## src/rtl/pipeline_hazard_ctrl_pkg.sv

```systemverilog
// Shared types for the XM23 hazard/stall controller.
// Stall bit indices, forwarding selects, FSM states, scoreboard entry.
package pipeline_ctrl_pkg;

    localparam int DST_W = 3;

    localparam int STALL_LOAD_USE = 0;
    localparam int STALL_SLEEP    = 1;
    localparam int STALL_FLUSH    = 2;

    typedef enum logic [1:0] {
        FWD_REG = 2'd0,
        FWD_EX  = 2'd1,
        FWD_MEM = 2'd2,
        FWD_WB  = 2'd3
    } fwd_sel_t;

    typedef enum logic [1:0] {
        RUN   = 2'd0,
        FLUSH = 2'd1,
        SLEEP = 2'd2
    } ctrl_state_t;

    typedef struct packed {
        logic             valid;
        logic [DST_W-1:0] dst;
        logic             load;
    } sb_entry_t;

    // Youngest producer wins; a load still in EX has no data yet.
    function automatic fwd_sel_t fwd_pick(input logic [2:0] hit,
                                          input logic ex_load);
        fwd_sel_t sel;
        sel = FWD_REG;
        if (hit[0] && !ex_load) begin
            sel = FWD_EX;
        end else if (hit[1]) begin
            sel = FWD_MEM;
        end else if (hit[2]) begin
            sel = FWD_WB;
        end
        return sel;
    endfunction

endpackage

```

## src/rtl/pipeline_hazard_ctrl_if.sv

```systemverilog
// Decoder/pipeline-register side bundle of the hazard controller.
// master: decoder + execute drive dec_*/br_taken/wake; slave: controller.
interface pipeline_hazard_ctrl_if #(
    parameter int REG_W   = 3,
    parameter int STALL_W = 8
);
    logic               dec_valid;
    logic [REG_W-1:0]   dec_s;
    logic               dec_s_used;
    logic [REG_W-1:0]   dec_d;
    logic               dec_d_rd;
    logic               dec_wb;
    logic               dec_load;
    logic               dec_slp;
    logic               br_taken;
    logic               wake;
    logic [STALL_W-1:0] stall_o;
    logic [1:0]         fwd_s_o;
    logic [1:0]         fwd_d_o;
    logic [1:0]         state_o;

    modport master (
        output dec_valid, dec_s, dec_s_used, dec_d, dec_d_rd,
        output dec_wb, dec_load, dec_slp, br_taken, wake,
        input  stall_o, fwd_s_o, fwd_d_o, state_o
    );

    modport slave (
        input  dec_valid, dec_s, dec_s_used, dec_d, dec_d_rd,
        input  dec_wb, dec_load, dec_slp, br_taken, wake,
        output stall_o, fwd_s_o, fwd_d_o, state_o
    );

endinterface

```

## src/rtl/pipeline_hazard_ctrl_scoreboard.sv

```systemverilog
// hazard_scoreboard: EX/MEM/WB destination shift register + operand compare.
// Ports: clk, rst, issue_en/ex_in (next EX entry), rd_* operands,
// hazard (stall request), fwd_s/fwd_d (forward selects before stall gating).
module hazard_scoreboard
    import pipeline_ctrl_pkg::*;
#(
    parameter int NUM_STAGES = 3,
    parameter int REG_W      = 3,
    parameter bit FWD_EN     = 1'b0
) (
    input  logic             clk,
    input  logic             rst,
    input  logic             issue_en,
    input  sb_entry_t        ex_in,
    input  logic [REG_W-1:0] rd_s,
    input  logic             rd_s_used,
    input  logic [REG_W-1:0] rd_d,
    input  logic             rd_d_used,
    output logic             hazard,
    output fwd_sel_t         fwd_s,
    output fwd_sel_t         fwd_d
);

    // Index 0 = EX, 1 = MEM, 2 = WB.
    sb_entry_t sb [NUM_STAGES];

    logic [NUM_STAGES-1:0] s_hit;
    logic [NUM_STAGES-1:0] d_hit;
    logic                  load_use;

    // Shifts every cycle, even while stalled; a stall injects a bubble.
    always_ff @(posedge clk or posedge rst) begin
        if (rst) begin
            for (int k = 0; k < NUM_STAGES; k++) begin
                sb[k] <= '0;
            end
        end else begin
            sb[0] <= issue_en ? ex_in : '0;
            for (int k = 1; k < NUM_STAGES; k++) begin
                sb[k] <= sb[k-1];
            end
        end
    end

    always_comb begin
        s_hit = '0;
        d_hit = '0;
        for (int k = 0; k < NUM_STAGES; k++) begin
            s_hit[k] = rd_s_used && sb[k].valid && (sb[k].dst == rd_s);
            d_hit[k] = rd_d_used && sb[k].valid && (sb[k].dst == rd_d);
        end
    end

    assign load_use = sb[0].load & (s_hit[0] | d_hit[0]);

    // Without forwarding every in-flight producer blocks its readers.
    assign hazard = FWD_EN ? load_use : (|s_hit | |d_hit);
    assign fwd_s  = FWD_EN ? fwd_pick(s_hit, sb[0].load) : FWD_REG;
    assign fwd_d  = FWD_EN ? fwd_pick(d_hit, sb[0].load) : FWD_REG;

endmodule

```

## src/rtl/pipeline_hazard_ctrl.sv

```systemverilog
// XM23 hazard/stall controller: stall vector, operand forwarding, flush/sleep FSM.
// Ports: clk, rst (async, active-high), hz (slave modport: dec_*, br_taken,
// wake in; stall_o, fwd_s_o, fwd_d_o, state_o out). Macro HAZARD_FWD_EN
// enables forwarding; without it every RAW match stalls and selects stay 0.
module pipeline_hazard_ctrl
    import pipeline_ctrl_pkg::*;
#(
    parameter int NUM_STAGES   = 3,
    parameter int REG_W        = 3,
    parameter int STALL_W      = 8,
    parameter int FLUSH_CYCLES = 1
) (
    input logic                   clk,
    input logic                   rst,
    pipeline_hazard_ctrl_if.slave hz
);

`ifdef HAZARD_FWD_EN
    localparam bit FWD_EN = 1'b1;
`else
    localparam bit FWD_EN = 1'b0;
`endif

    localparam logic [2:0] FLUSH_LOAD = 3'(FLUSH_CYCLES);

    ctrl_state_t        state;
    logic [2:0]         cnt;
    logic [STALL_W-1:0] stall;
    logic               issue_en;
    logic               hazard;
    fwd_sel_t           fwd_s;
    fwd_sel_t           fwd_d;
    sb_entry_t          ex_in;

    assign ex_in = '{valid: hz.dec_valid & hz.dec_wb,
                     dst:   hz.dec_d,
                     load:  hz.dec_load};

    hazard_scoreboard #(
        .NUM_STAGES (NUM_STAGES),
        .REG_W      (REG_W),
        .FWD_EN     (FWD_EN)
    ) u_sb (
        .clk       (clk),
        .rst       (rst),
        .issue_en  (issue_en),
        .ex_in     (ex_in),
        .rd_s      (hz.dec_s),
        .rd_s_used (hz.dec_s_used),
        .rd_d      (hz.dec_d),
        .rd_d_used (hz.dec_d_rd),
        .hazard    (hazard),
        .fwd_s     (fwd_s),
        .fwd_d     (fwd_d)
    );

    // Flush and sleep mask data hazards: nothing issues in those states.
    always_comb begin
        stall = '0;
        unique case (state)
            FLUSH:   stall[STALL_FLUSH]    = 1'b1;
            SLEEP:   stall[STALL_SLEEP]    = 1'b1;
            default: stall[STALL_LOAD_USE] = hazard;
        endcase
    end

    assign issue_en   = ~|stall;
    assign hz.stall_o = stall;
    assign hz.fwd_s_o = issue_en ? fwd_s : FWD_REG;
    assign hz.fwd_d_o = issue_en ? fwd_d : FWD_REG;
    assign hz.state_o = state;

    // cnt holds the flush cycles still owed, including the current one.
    always_ff @(posedge clk or posedge rst) begin
        if (rst) begin
            state <= RUN;
            cnt   <= '0;
        end else begin
            unique case (state)
                RUN: begin
                    if (hz.br_taken) begin
                        state <= FLUSH;
                        cnt   <= FLUSH_LOAD;
                    end else if (hz.dec_valid && hz.dec_slp && issue_en) begin
                        state <= SLEEP;
                    end
                end
                FLUSH: begin
                    if (hz.br_taken) begin
                        cnt <= FLUSH_LOAD;
                    end else if (cnt <= 3'd1) begin
                        state <= RUN;
                        cnt   <= '0;
                    end else begin
                        cnt <= cnt - 3'd1;
                    end
                end
                SLEEP: begin
                    if (hz.br_taken) begin
                        state <= FLUSH;
                        cnt   <= FLUSH_LOAD;
                    end else if (hz.wake) begin
                        state <= RUN;
                    end
                end
                default: begin
                    state <= RUN;
                    cnt   <= '0;
                end
            endcase
        end
    end

endmodule

```

## src/flat_wrapper.sv

```systemverilog
// flat-port wrapper written by rule: the top's interface ports become plain ports
module pipeline_hazard_ctrl_flat import pipeline_ctrl_pkg::*;
#(
    parameter int NUM_STAGES   = 3,
    parameter int REG_W        = 3,
    parameter int STALL_W      = 8,
    parameter int FLUSH_CYCLES = 1
)
  (clk, rst, hz_dec_valid, hz_dec_s, hz_dec_s_used, hz_dec_d, hz_dec_d_rd, hz_dec_wb, hz_dec_load, hz_dec_slp, hz_br_taken, hz_wake, hz_stall_o, hz_fwd_s_o, hz_fwd_d_o, hz_state_o);
  pipeline_hazard_ctrl_if #(.REG_W(REG_W), .STALL_W(STALL_W)) hz_i ();
  input logic clk;
  input logic rst;
  input wire logic [$bits(hz_i.dec_valid)-1:0] hz_dec_valid;
  input wire logic [$bits(hz_i.dec_s)-1:0] hz_dec_s;
  input wire logic [$bits(hz_i.dec_s_used)-1:0] hz_dec_s_used;
  input wire logic [$bits(hz_i.dec_d)-1:0] hz_dec_d;
  input wire logic [$bits(hz_i.dec_d_rd)-1:0] hz_dec_d_rd;
  input wire logic [$bits(hz_i.dec_wb)-1:0] hz_dec_wb;
  input wire logic [$bits(hz_i.dec_load)-1:0] hz_dec_load;
  input wire logic [$bits(hz_i.dec_slp)-1:0] hz_dec_slp;
  input wire logic [$bits(hz_i.br_taken)-1:0] hz_br_taken;
  input wire logic [$bits(hz_i.wake)-1:0] hz_wake;
  output wire logic [$bits(hz_i.stall_o)-1:0] hz_stall_o;
  output wire logic [$bits(hz_i.fwd_s_o)-1:0] hz_fwd_s_o;
  output wire logic [$bits(hz_i.fwd_d_o)-1:0] hz_fwd_d_o;
  output wire logic [$bits(hz_i.state_o)-1:0] hz_state_o;
  assign hz_i.dec_valid = hz_dec_valid;
  assign hz_i.dec_s = hz_dec_s;
  assign hz_i.dec_s_used = hz_dec_s_used;
  assign hz_i.dec_d = hz_dec_d;
  assign hz_i.dec_d_rd = hz_dec_d_rd;
  assign hz_i.dec_wb = hz_dec_wb;
  assign hz_i.dec_load = hz_dec_load;
  assign hz_i.dec_slp = hz_dec_slp;
  assign hz_i.br_taken = hz_br_taken;
  assign hz_i.wake = hz_wake;
  assign hz_stall_o = hz_i.stall_o;
  assign hz_fwd_s_o = hz_i.fwd_s_o;
  assign hz_fwd_d_o = hz_i.fwd_d_o;
  assign hz_state_o = hz_i.state_o;
  pipeline_hazard_ctrl #(.NUM_STAGES(NUM_STAGES), .REG_W(REG_W), .STALL_W(STALL_W), .FLUSH_CYCLES(FLUSH_CYCLES)) u_core (.clk(clk), .rst(rst), .hz(hz_i));
endmodule
```

## config.mk

```make
export PLATFORM = sky130hd
export DESIGN_NAME = pipeline_hazard_ctrl_flat
export DESIGN_NICKNAME = d
export VERILOG_FILES = /design/src/rtl/pipeline_hazard_ctrl_pkg.sv /design/src/rtl/pipeline_hazard_ctrl_if.sv /design/src/rtl/pipeline_hazard_ctrl_scoreboard.sv /design/src/rtl/pipeline_hazard_ctrl.sv /design/src/flat_wrapper.sv
export SDC_FILE = /design/constraint.sdc
export NUM_CORES = 1
export LEC_CHECK = 0
export BUFFER_PORTS_ARGS = -buffer_cell sky130_fd_sc_hd__buf_2
export CORE_MARGIN = 2
export CORE_UTILIZATION = 43
export CTS_BUF_LIST = sky130_fd_sc_hd__clkbuf_16
export CTS_CLUSTER_DIAMETER = 100
export DETAILED_ROUTE_END_ITERATION = 6
export MAX_ROUTING_LAYER = met4
export PLACE_DENSITY = 0.74
export SLEW_MARGIN = 0
export SYNTH_ARGS = -nofsm -noshare
export SYNTH_HDL_FRONTEND = slang
export SYNTH_SLANG_ARGS = --single-unit
```

## constraint.sdc

```tcl
create_clock -name clk -period 2 [get_ports clk]
set_input_delay 0.4 -clock clk [delete_from_list [all_inputs] [get_ports clk]]
set_output_delay 0.4 -clock clk [all_outputs]
set_load 0.01 [all_outputs]
```

# After elaboration in Yosys (flattened, before gate mapping)
# Index checks and enable logic that the tools add are counted.
[totals]
ff_bits = 17
word_cells = 62
[classes]
bitwise_logic = 2
add_sub_neg = 1
muxes = 15
order_cmp = 1
n_reduce_logical = 22
n_eq_ne = 13
[op_table]
columns = ["op", "count"]
rows = [
  ["3-bit == test", 6],
  ["1-bit logical AND", 14],
  ["2-bit two-way mux", 6],
  ["3-bit two-way mux", 3],
  ["3-bit OR reduction", 3],
  ["2-bit one-hot mux with 3 select lines", 1],
  ["3-bit one-hot mux with 2 select lines", 1],
  ["5-bit two-way mux", 1],
  ["2-bit by 1-bit != test with 1-bit output (second input constant)", 2],
  ["4-bit AND reduction", 1],
  ["2-bit OR reduction", 2],
  ["3-bit by 1-bit less-or-equal comparator with 1-bit output (second input constant)", 1],
  ["1-bit two-way mux", 3],
  ["3-bit by 2-bit != test with 1-bit output (second input constant)", 1],
  ["3-bit != test (second input constant)", 1],
  ["3-bit by 1-bit subtractor with 3-bit output (second input constant)", 1],
  ["2-bit by 1-bit == test with 1-bit output (second input constant)", 1],
  ["2-bit == test (second input constant)", 1],
  ["2-bit logical NOT", 1],
  ["2-bit != test (second input constant)", 1],
  ["1-bit AND", 1],
  ["1-bit logical NOT", 1],
  ["1-bit OR", 1],
]

# Logic depth before layout (Yosys ltp)
# Gate-level depths: netlist of run 1.
[depth]
word_depth = 11
depth_mapped = 7
mapped_depth_nobuf = 7

# Hierarchy
# A second synthesis of run 1 with hierarchy kept.
[unflattened]
cells_unflattened = 106
area_unflattened_um2 = 1052.3
[modules_own_cells]
columns = ["module", "area_each_um2", "instances", "cells_per_inst", "seq_area_each_um2"]
rows = [
  ["hazard_scoreboard", 591.8, 1, 54, 300.3],
  ["pipeline_hazard_ctrl", 460.4, 1, 52, 125.1],
]

# Least setup slack after synthesis of run 1
# Ideal clock, no wire load.
[synth_path]
kind = "reg2reg"
start = "register u_core.state[0], in the netlist u_core.hz.state_o[0]"
end = "register u_core.state[0], in the netlist u_core.hz.state_o[0]"
required_ns = 1.880
setup_ns = 0.120
slack_ns = 0.132
stages_incl_launch_ff = 8
period_less_slack_ns = 1.868
t_arrival_ns = 1.748
path_cell_list = "dfrtp_1 > inv_1 > ha_1 > nor2_1 > nand3_1 > a311oi_1 > a21oi_1 > a31o_2"
[synth_lines]
columns = ["element", "line_no", "source"]
rows = [
  ["from (decl)", "pipeline_hazard_ctrl.sv:26", "ctrl_state_t state;"],
  ["from (signal assigned)", "pipeline_hazard_ctrl.sv:76", "state <= RUN;"],
  ["from (signal assigned)", "pipeline_hazard_ctrl.sv:82", "state <= FLUSH;"],
  ["from (signal assigned)", "pipeline_hazard_ctrl.sv:85", "state <= SLEEP;"],
  ["2-bit == test", "pipeline_hazard_ctrl.sv:60", "unique case (state)"],
  ["1-bit two-way mux", "pipeline_hazard_ctrl.sv:60", ""],
  ["via hz_stall_o[1]", "flat_wrapper.sv:23", "output wire logic [$bits(hz_i.stall_o)-1:0] hz_stall_o;"],
  ["3-bit OR reduction", "pipeline_hazard_ctrl.sv:67", "assign issue_en = ~|stall;"],
  ["1-bit logical NOT", "pipeline_hazard_ctrl.sv:67", ""],
  ["1-bit logical AND", "pipeline_hazard_ctrl.sv:84", "end else if (hz.dec_valid && hz.dec_slp && issue_en) begin"],
  ["3-bit by 2-bit != test with 1-bit output (no line)", "-", ""],
  ["4-bit AND reduction (no line)", "-", ""],
]
# The timed path passes the listed nets, and every way through them passes these cells.
# A chain may end at the register's enable or synchronous reset.

# Final worst setup path of run 1
[layout_path]
start = "register u_core.u_sb.sb[6] (netlist bit)"
end = "output port hz_stall_o[0]"
[layout_between]
elab_chain_len = 5
[layout_rtl]
columns = ["element", "line_no", "source"]
rows = [
  ["from (decl)", "pipeline_hazard_ctrl_scoreboard.sv:25", "sb_entry_t sb [NUM_STAGES];"],
  ["from (signal, indexed assignment)", "pipeline_hazard_ctrl_scoreboard.sv:40", "sb[k] <= sb[k-1];"],
  ["3-bit == test (on tied branches)", "pipeline_hazard_ctrl_scoreboard.sv:49, pipeline_hazard_ctrl_scoreboard.sv:50", ""],
  ["1-bit logical AND (on tied branches)", "pipeline_hazard_ctrl_scoreboard.sv:49, pipeline_hazard_ctrl_scoreboard.sv:50", ""],
  ["3-bit OR reduction", "pipeline_hazard_ctrl_scoreboard.sv:57", "assign hazard = FWD_EN ? load_use : (|s_hit | |d_hit);"],
  ["1-bit OR *", "pipeline_hazard_ctrl_scoreboard.sv:57", ""],
  ["1-bit two-way mux *", "pipeline_hazard_ctrl.sv:60", ""],
  ["to (decl)", "flat_wrapper.sv:23", ""],
]
# Mark *: on every way between the ends. The rest lies on a longest branch, timed or not.

==> results of run 1 <==
==> per-layer routing <==
metal  vias up  global-route usage (%)  share of wire, %
li1        388                       -                 -
met1       375                    21.6                45
met2        23                    25.1                50
met3         4                    4.52               4.3
met4         0                    7.69               1.3
met5         -                       -                 0
==> how the worst min path moves through the flow <==
| stage | slack, ns | start | cells after the start | to |
|---|---|---|---|---|
| after floorplan | 0.33 | rst | 1 | u_core.cnt[0] |
| after global routing | 0.28 | rst | 2 | u_core.cnt[2] |
| after global placement | 0.40 | u_core.u_sb.sb[14] | 0 | u_core.u_sb.sb[9] |
| final | 0.23 | rst | 2 | u_core.cnt[0] |
| after CTS | 0.24 | rst | 2 | u_core.cnt[2] |
| after detailed placement | 0.40 | u_core.u_sb.sb[14] | 0 | u_core.u_sb.sb[9] |
==> per-stage QoR <==
stage / power, mW / TNS [ns] / util, %
floorplan: 1.02 / 0 / -
global route: 1.82 / -0.0826 / 58.4
detailed placement: 1.21 / 0 / 51.6
finish: 1.70 / 0 / 58.4
CTS: 1.65 / 0 / 56.0
global placement: 1.19 / 0 / 51.6
==> cell type report <==
| cell class | instances | area (µm²) |
|---|---|---|
| inverters | 6 | 22.5 |
| flip-flops and latches | 17 | 427 |
| multi-input cells | 78 | 617 |
| well taps | 28 | 35.0 |
| fillers | 199 | 938 |
| clock buffers | 3 | 75.1 |
| clock inverters | 1 | 7.51 |
| repair buffers | 24 | 133 |
==> synthesized netlist by cell type <==
cell / number
o21a_1: 2
dfrtp_1: 17
and4b_1: 1
buf_4: 9
and3b_2: 3
xnor2_1: 1
nor2_1: 3
nand4b_1: 1
or2_2: 1
a31oi_1: 1
o21bai_1: 1
and2_1: 2
a21oi_2: 1
a311oi_1: 1
xor2_1: 17
o21ai_0: 2
ha_1: 6
a21boi_0: 1
nand2_1: 6
a211oi_1: 1
inv_1: 6
nor2b_1: 2
conb_1: 1
nor4_2: 1
o32ai_1: 1
o21ba_2: 1
nand3_1: 2
a31o_2: 1
nor4_1: 5
and4_1: 1
a21oi_1: 4
==> logic make-up after synthesis <==
| logic type | after synthesis |
|---|---|
| XOR/XNOR | 18 |
| AO/OA/AOI/OAI | 17 |
| AND/OR/NAND/NOR | 28 |
| buffers and inverters | 15 |
| adder cells (fa/ha/maj) | 6 |
| flip-flops | 17 |
| other | 1 |
==> critical path: cells and delay by family, from the launching register on <==
family          cells  cell delay, ns
buf+inv             1            0.16
xor+xnor            1            0.22
compound gates      1            0.11
simple gates        2            0.44
flops               1            0.41
==> registers in the layout (all words and copies together) (netlist names) <==
name and count:
u_core.u_sb.sb 12, u_core.hz.state_o 2, u_core.cnt 3
==> repair_timing <==
item / in CTS / in global routing
gates resized for setup: 3 / 6
pin swaps: 3 / 5
buffers inserted: 0 / 2
endpoints found under the setup margin: 1 / 1
==> power by group through the flow <==
stage	Sequential [mW]	Clock [mW]	Combinational [mW]
2_1_floorplan	0.585	0	0.435
3_3_place_gp	0.603	0	0.584
3_5_place_dp	0.606	0	0.604
4_1_cts	0.602	0.410	0.636
5_1_grt	0.631	0.432	0.753
6_report	0.611	0.405	0.681
==> metrics.md, run 1 <==
| Metric | Value |
|---|---|
| Outcome | finished, final reports clean |
| Synthesized area | 0.00105 mm² |
| Power Dens Cells | 1290 mW/mm² |
| Layout cells sized above 1 | 34.1% |
| Post-Place Cells | 151 |
| Worst-path fanout max | 3 |
| Crit path setup slack, layout | 0.00608 ns |
| Largest cells by area after synthesis | dfrtp_1 (41%), xor2_1 (14%), ha_1 (7.2%) |
| R2R Path End | u_core.hz.state_o[0] |
| Fin crit share | 99.7% |
| Commonest non-fill, non-tap cell in the layout | buf_2 |
| VDD IR max | 770 µV |
| Total leakage power | 0.629 nW |
| Final HPWL from detailed placement | 1.51 mm |
| Post-layout min period | 1.99 ns |
| Number of global-route vias before repair | 760 |
| Final Cell Area | 0.00132 mm² |
| Fin nets | 152 |
| Synth Area in Adders | 7.17% |
| Via count | 790 |
| DRT antenna net count | 0 |
| Starting Density | 46.4% |
| Vias/cell | 5.03 |
| Drt total wl | 2.14 mm |
| Main combinational cell family by area after synthesis | simple AND/OR/NAND/NOR gates |
| Chip height | 53.4 µm |
| Crit-path max cell delay | 0.41 ns |
| Worst-path clk slew | 0.05 ns |
| Clock sink total | 17 |
| Compound-Gate Fraction of Synth Area | 11.4% |
| Clock power share | 23.9% |
| Launch point of the worst path | u_core.u_sb.sb[6] |
| Critical path type | register to primary output |
| Cell taking the most area after synthesis | dfrtp_1 |
| Worst setup path end | hz_stall_o[0] |
| Yosys cell types | 31 |
| I/O pin total | 30 |
| Largest net degree at the start of global routing | 18 |
| Worst EP required | 1.60 ns |
| Total CTS buffers | 3 |
| Slew at the pin closest to its max-slew limit | 0.630 ns |
| Area Overhead vs Synth | 25.7% |
| # rows | 17 |
| Launch point of the worst reg-to-reg path | u_core.hz.state_o[0] |
| Gpl congestion | 0.838 |
| Synth warn | 0 |
| Post-synthesis mux area share | 0% |
| Commonest cells after routing, fill and taps aside | buf_2 (19), dfrtp_1 (16), xor2_1 (15), conb_1 (9) |
| Synth top area share | 40.6% |
| Max Clk Rate | 502 MHz |
| Worst R2R Path Depth | 6 |
| Detailed-router iteration count before antenna repair | 4 |
| Slowest cell on the critical path | dfrtp_1 |
| Number of remaining DRC errors | 0 |
| CTS tree | done |
| R2R setup slack | 0.21 ns |
| DR WL/cell | 13.7 µm |
| Synthesized instance count | 102 |
| Clock Root Buffer | clkbuf_16 |
| Post-Synth XOR/XNOR Area | 15.1% |
| Pre-CTS setup slack | 0.0516 ns |
| Comb pwr share | 40.1% |
| Startpoint Class | register |
| Antenna fix cells | 0 |
| Worst hold slack | 0.226 ns |
| Initial DRC Count | 6 |
| Clk buf depth | 2 |
| NetSw | 634 µW |
| Syn Area/Cell | 10.3 µm² |
| Cell internal pwr | 1.06 mW |
| Slew HR | 57.9% |
| Crit path cell chain | xor2_1 -> nor4_2 -> nor4_2 -> a21oi_2 -> buf_2 |
| Core area | 0.00225 mm² |
| Worst-Skew Late Latency | 0.25 ns |
| Antenna violations before repair | 0 |
| RSZ-0062 raised after global routing | yes |
| CTS Hold Buffers Added | 0 |
| WP data arrival | 1.59 ns |
| Buffers on Ports | 19 |
| Final hold vios | 0 |
| Yosys reg bits | 17 |
| Skew final | 0.00154 ns |
| H-tree depth | 1 |
| Switching share of power | 37.4% |
| Total track usage | 17.0% |
| Setup Viol. Count Final | 0 |
| Cell repeated most along the worst path | nor4_2 |
| Worst hold path class | input port to asynchronous set/reset pin |
| Post-Synth Simple-Gate Area | 16.8% |
| Part of the power in registers | 36.0% |
| First-pass GRT wire length | 3.36 mm |
| Non-filler cells, final | 157 |
| Max-slew violation count | 0 |
| Global route overflow | 0 |
| Die Footprint | 0.00285 mm² |
| Sequential element share of the synthesized area | 40.6% |
| Max Cap Violations | 0 |
| CP endpoint kind | primary output |
| Die Wd | 53.4 µm |
| Placed Area | 0.00116 mm² |
Note: power is estimated with default switching activity, not from simulation.
==> inputs of run 2 (changes only) <==
--- a/config.mk
+++ b/config.mk
@@ -6,6 +6,7 @@
 export NUM_CORES = 1
 export LEC_CHECK = 0
 export BUFFER_PORTS_ARGS = -buffer_cell sky130_fd_sc_hd__buf_2
+export CORE_ASPECT_RATIO = 0.9
 export CORE_MARGIN = 2
 export CORE_UTILIZATION = 43
 export CTS_BUF_LIST = sky130_fd_sc_hd__clkbuf_16
==> run 2 against run 1 <==
Register-to-register slack barely moved. Global-route usage decreased by 1.4 points. Sequential share of layout area rose by 0.76 points. Highest routed layer unchanged. Worst hold slack gained 0.012 ns. Die area about the same. Utilization is 1.2 points lower. Maximum frequency grew 0.52%.
==> metrics.md, run 2 (same netlist as run 1, synthesis figures left out) <==
| Metric | Value |
|---|---|
| Total CTS buffers | 3 (unchanged) |
| Number of remaining DRC errors | 0 (unchanged) |
| Antenna fix cells | 0 (unchanged) |
| Max Clk Rate | 504 MHz (+0.52%) |
| Final HPWL from detailed placement | 1.60 mm (+5.5%) |
| # rows | 16 (-1) |
| Core area | 0.00224 mm² (-0.55%) |
| Worst EP required | 1.60 ns (about the same) |
| Drt total wl | 2.04 mm (-4.8%) |
| Layout cells sized above 1 | 30.8% (-3.3 points) |
| Worst R2R Path Depth | 7 (+1) |
| Buffers on Ports | 19 (unchanged) |
| I/O pin total | 30 (unchanged) |
| Launch point of the worst reg-to-reg path | u_core.hz.state_o[1] |
| DR WL/cell | 13.0 µm (-4.8%) |
| Via count | 781 (-1.1%) |
| Most flop-heavy register | u_core.u_sb.sb |
| Vias/cell | 4.97 (-1.1%) |
| FF/Latch Area | 425 µm² (-0.29%) |
| Total track usage | 15.6% (-1.4 points) |
| Layout filler cell count | 206 (+3.5%) |
| Clock Root Buffer | clkbuf_16 |
| CP endpoint kind | primary output |
| VDD IR max | 836 µV (+8.6%) |
| Fin crit share | 99.2% (-0.52 points) |
| Worst-path fanout max | 3 (unchanged) |
| Max Cap Violations | 0 (unchanged) |
| Total leakage power | 0.634 nW (+0.81%) |
| Max FFs per register | 12 (unchanged) |
| Critical path type | register to primary output |
| Outcome | finished, final reports clean |
| Setup Viol. Count Final | 0 (unchanged) |
| H-tree depth | 1 (unchanged) |
| Crit path setup slack, layout | 0.0164 ns (+0.0103 ns) |
| Global route overflow | 0 (unchanged) |
| CTS tree | done |
| Power Dens Cells | 1280 mW/mm² (-0.62%) |
| Gpl congestion | 0.867 (+3.5%) |
| Clk buf depth | 2 (unchanged) |
| Pre-CTS setup slack | 0.129 ns (+0.0773 ns) |
| Power after layout | 1.64 mW (-3.2%) |
| Startpoint Class | register |
| Die Wd | 56.0 µm (+5.0%) |
| Max-slew violation count | 0 (unchanged) |
| Worst hold path class | input port to asynchronous set/reset pin |
| Launch point of the worst path | u_core.u_sb.sb[12] |
| Post-layout min period | 1.98 ns (-0.0103 ns) |
| RSZ-0062 raised after global routing | yes |
| Number of global-route vias before repair | 777 (+2.2%) |
| Largest net degree at the start of global routing | 18 (unchanged) |
| Fin nets | 153 (+0.66%) |
| Commonest non-fill, non-tap cell in the layout | buf_2 |
| R2R Path End | u_core.hz.state_o[0] |
| First-pass GRT wire length | 3.46 mm (+2.9%) |
| Clock sink total | 17 (unchanged) |
| Slew HR | 57.5% (-0.48 points) |
| Detailed-router iteration count before antenna repair | 4 (unchanged) |
| Chip height | 50.8 µm (-4.7%) |
| Final hold vios | 0 (unchanged) |
| WP data arrival | 1.58 ns (about the same) |
| Starting Density | 46.7% (+0.26 points) |
| Commonest cells after routing, fill and taps aside | buf_2 (19), xor2_1 (17), dfrtp_1 (17), conb_1 (9) |
| Area Overhead vs Synth | 22.5% |
| Antenna violations before repair | 0 (unchanged) |
| Die Footprint | 0.00285 mm² (about the same) |
| Initial DRC Count | 10 (+4) |
| Worst-Skew Late Latency | 0.24 ns (about the same) |
| DRT antenna net count | 0 (unchanged) |
| R2R setup slack | 0.21 ns (about the same) |
| Worst-path clk slew | 0.05 ns (about the same) |
| Slew at the pin closest to its max-slew limit | 0.638 ns (+0.00713 ns) |
| Footprint of the multi-input gates | 581 µm² (-5.9%) |
| Skew final | 0.00396 ns (+0.00242 ns) |
run 2: cell type report:
class	instances	share of cell area (%)
repair buffers	25	10.9
clock buffers	3	5.85
inverters	6	1.76
flip-flops and latches	17	33.2
clock inverters	1	0.390
well taps	27	2.63
multi-input cells	78	45.3
run 2: timing repair:
action	CTS	global route
buffers inserted	0	1
endpoints found under the setup margin	1	1
gates resized for setup	0	3
pin swaps	1	2
hold buffers	0	0
run 2: worst max path at each step:
stage / to / slack [ns] / cells after the start
after floorplan: u_core.hz.state_o[0] / 0.13 / 7
after global placement: hz_stall_o[0] / 0.14 / 7
after detailed placement: hz_stall_o[0] / 0.13 / 7
after CTS: hz_stall_o[0] / 0.005 / 5
after global routing: hz_stall_o[0] / -0.05 / 5
final: hz_stall_o[0] / 0.02 / 5
run 2: power by group:
group | switching [mW] | internal (mW)
clock network | 0.125 | 0.267
logic | 0.337 | 0.323
registers | 0.122 | 0.470
run 2: through the flow:
step	setup TNS (ns)	instance area (µm²)	hold WS [ns]	instances	utilization [%]
after global routing	-0.0500	1280	0.319	157	57.2
final	0	1280	0.239	157	57.2
after detailed placement	0	1180	0.388	152	52.5
after CTS	0	1260	0.260	156	56.0
after global placement	0	1180	0.385	152	52.5
after floorplan	0	1080	0.326	110	-
run 2: per-layer routing:
layer / vias up / global-route usage, % / part of all wire, %
met3: 2 / 0.759 / 3.7
met4: 0 / 4.76 / 0.64
li1: 394 / - / -
met5: - / - / 0
met1: 365 / 20.1 / 46
met2: 20 / 27.1 / 49
run 2: critical path, stage by stage, from the launching register on:
cell     delay, ns
dfrtp_1       0.42
xor2_1        0.17
nor4_1        0.33
nor4_2        0.11
a21oi_2       0.16
buf_2         0.14
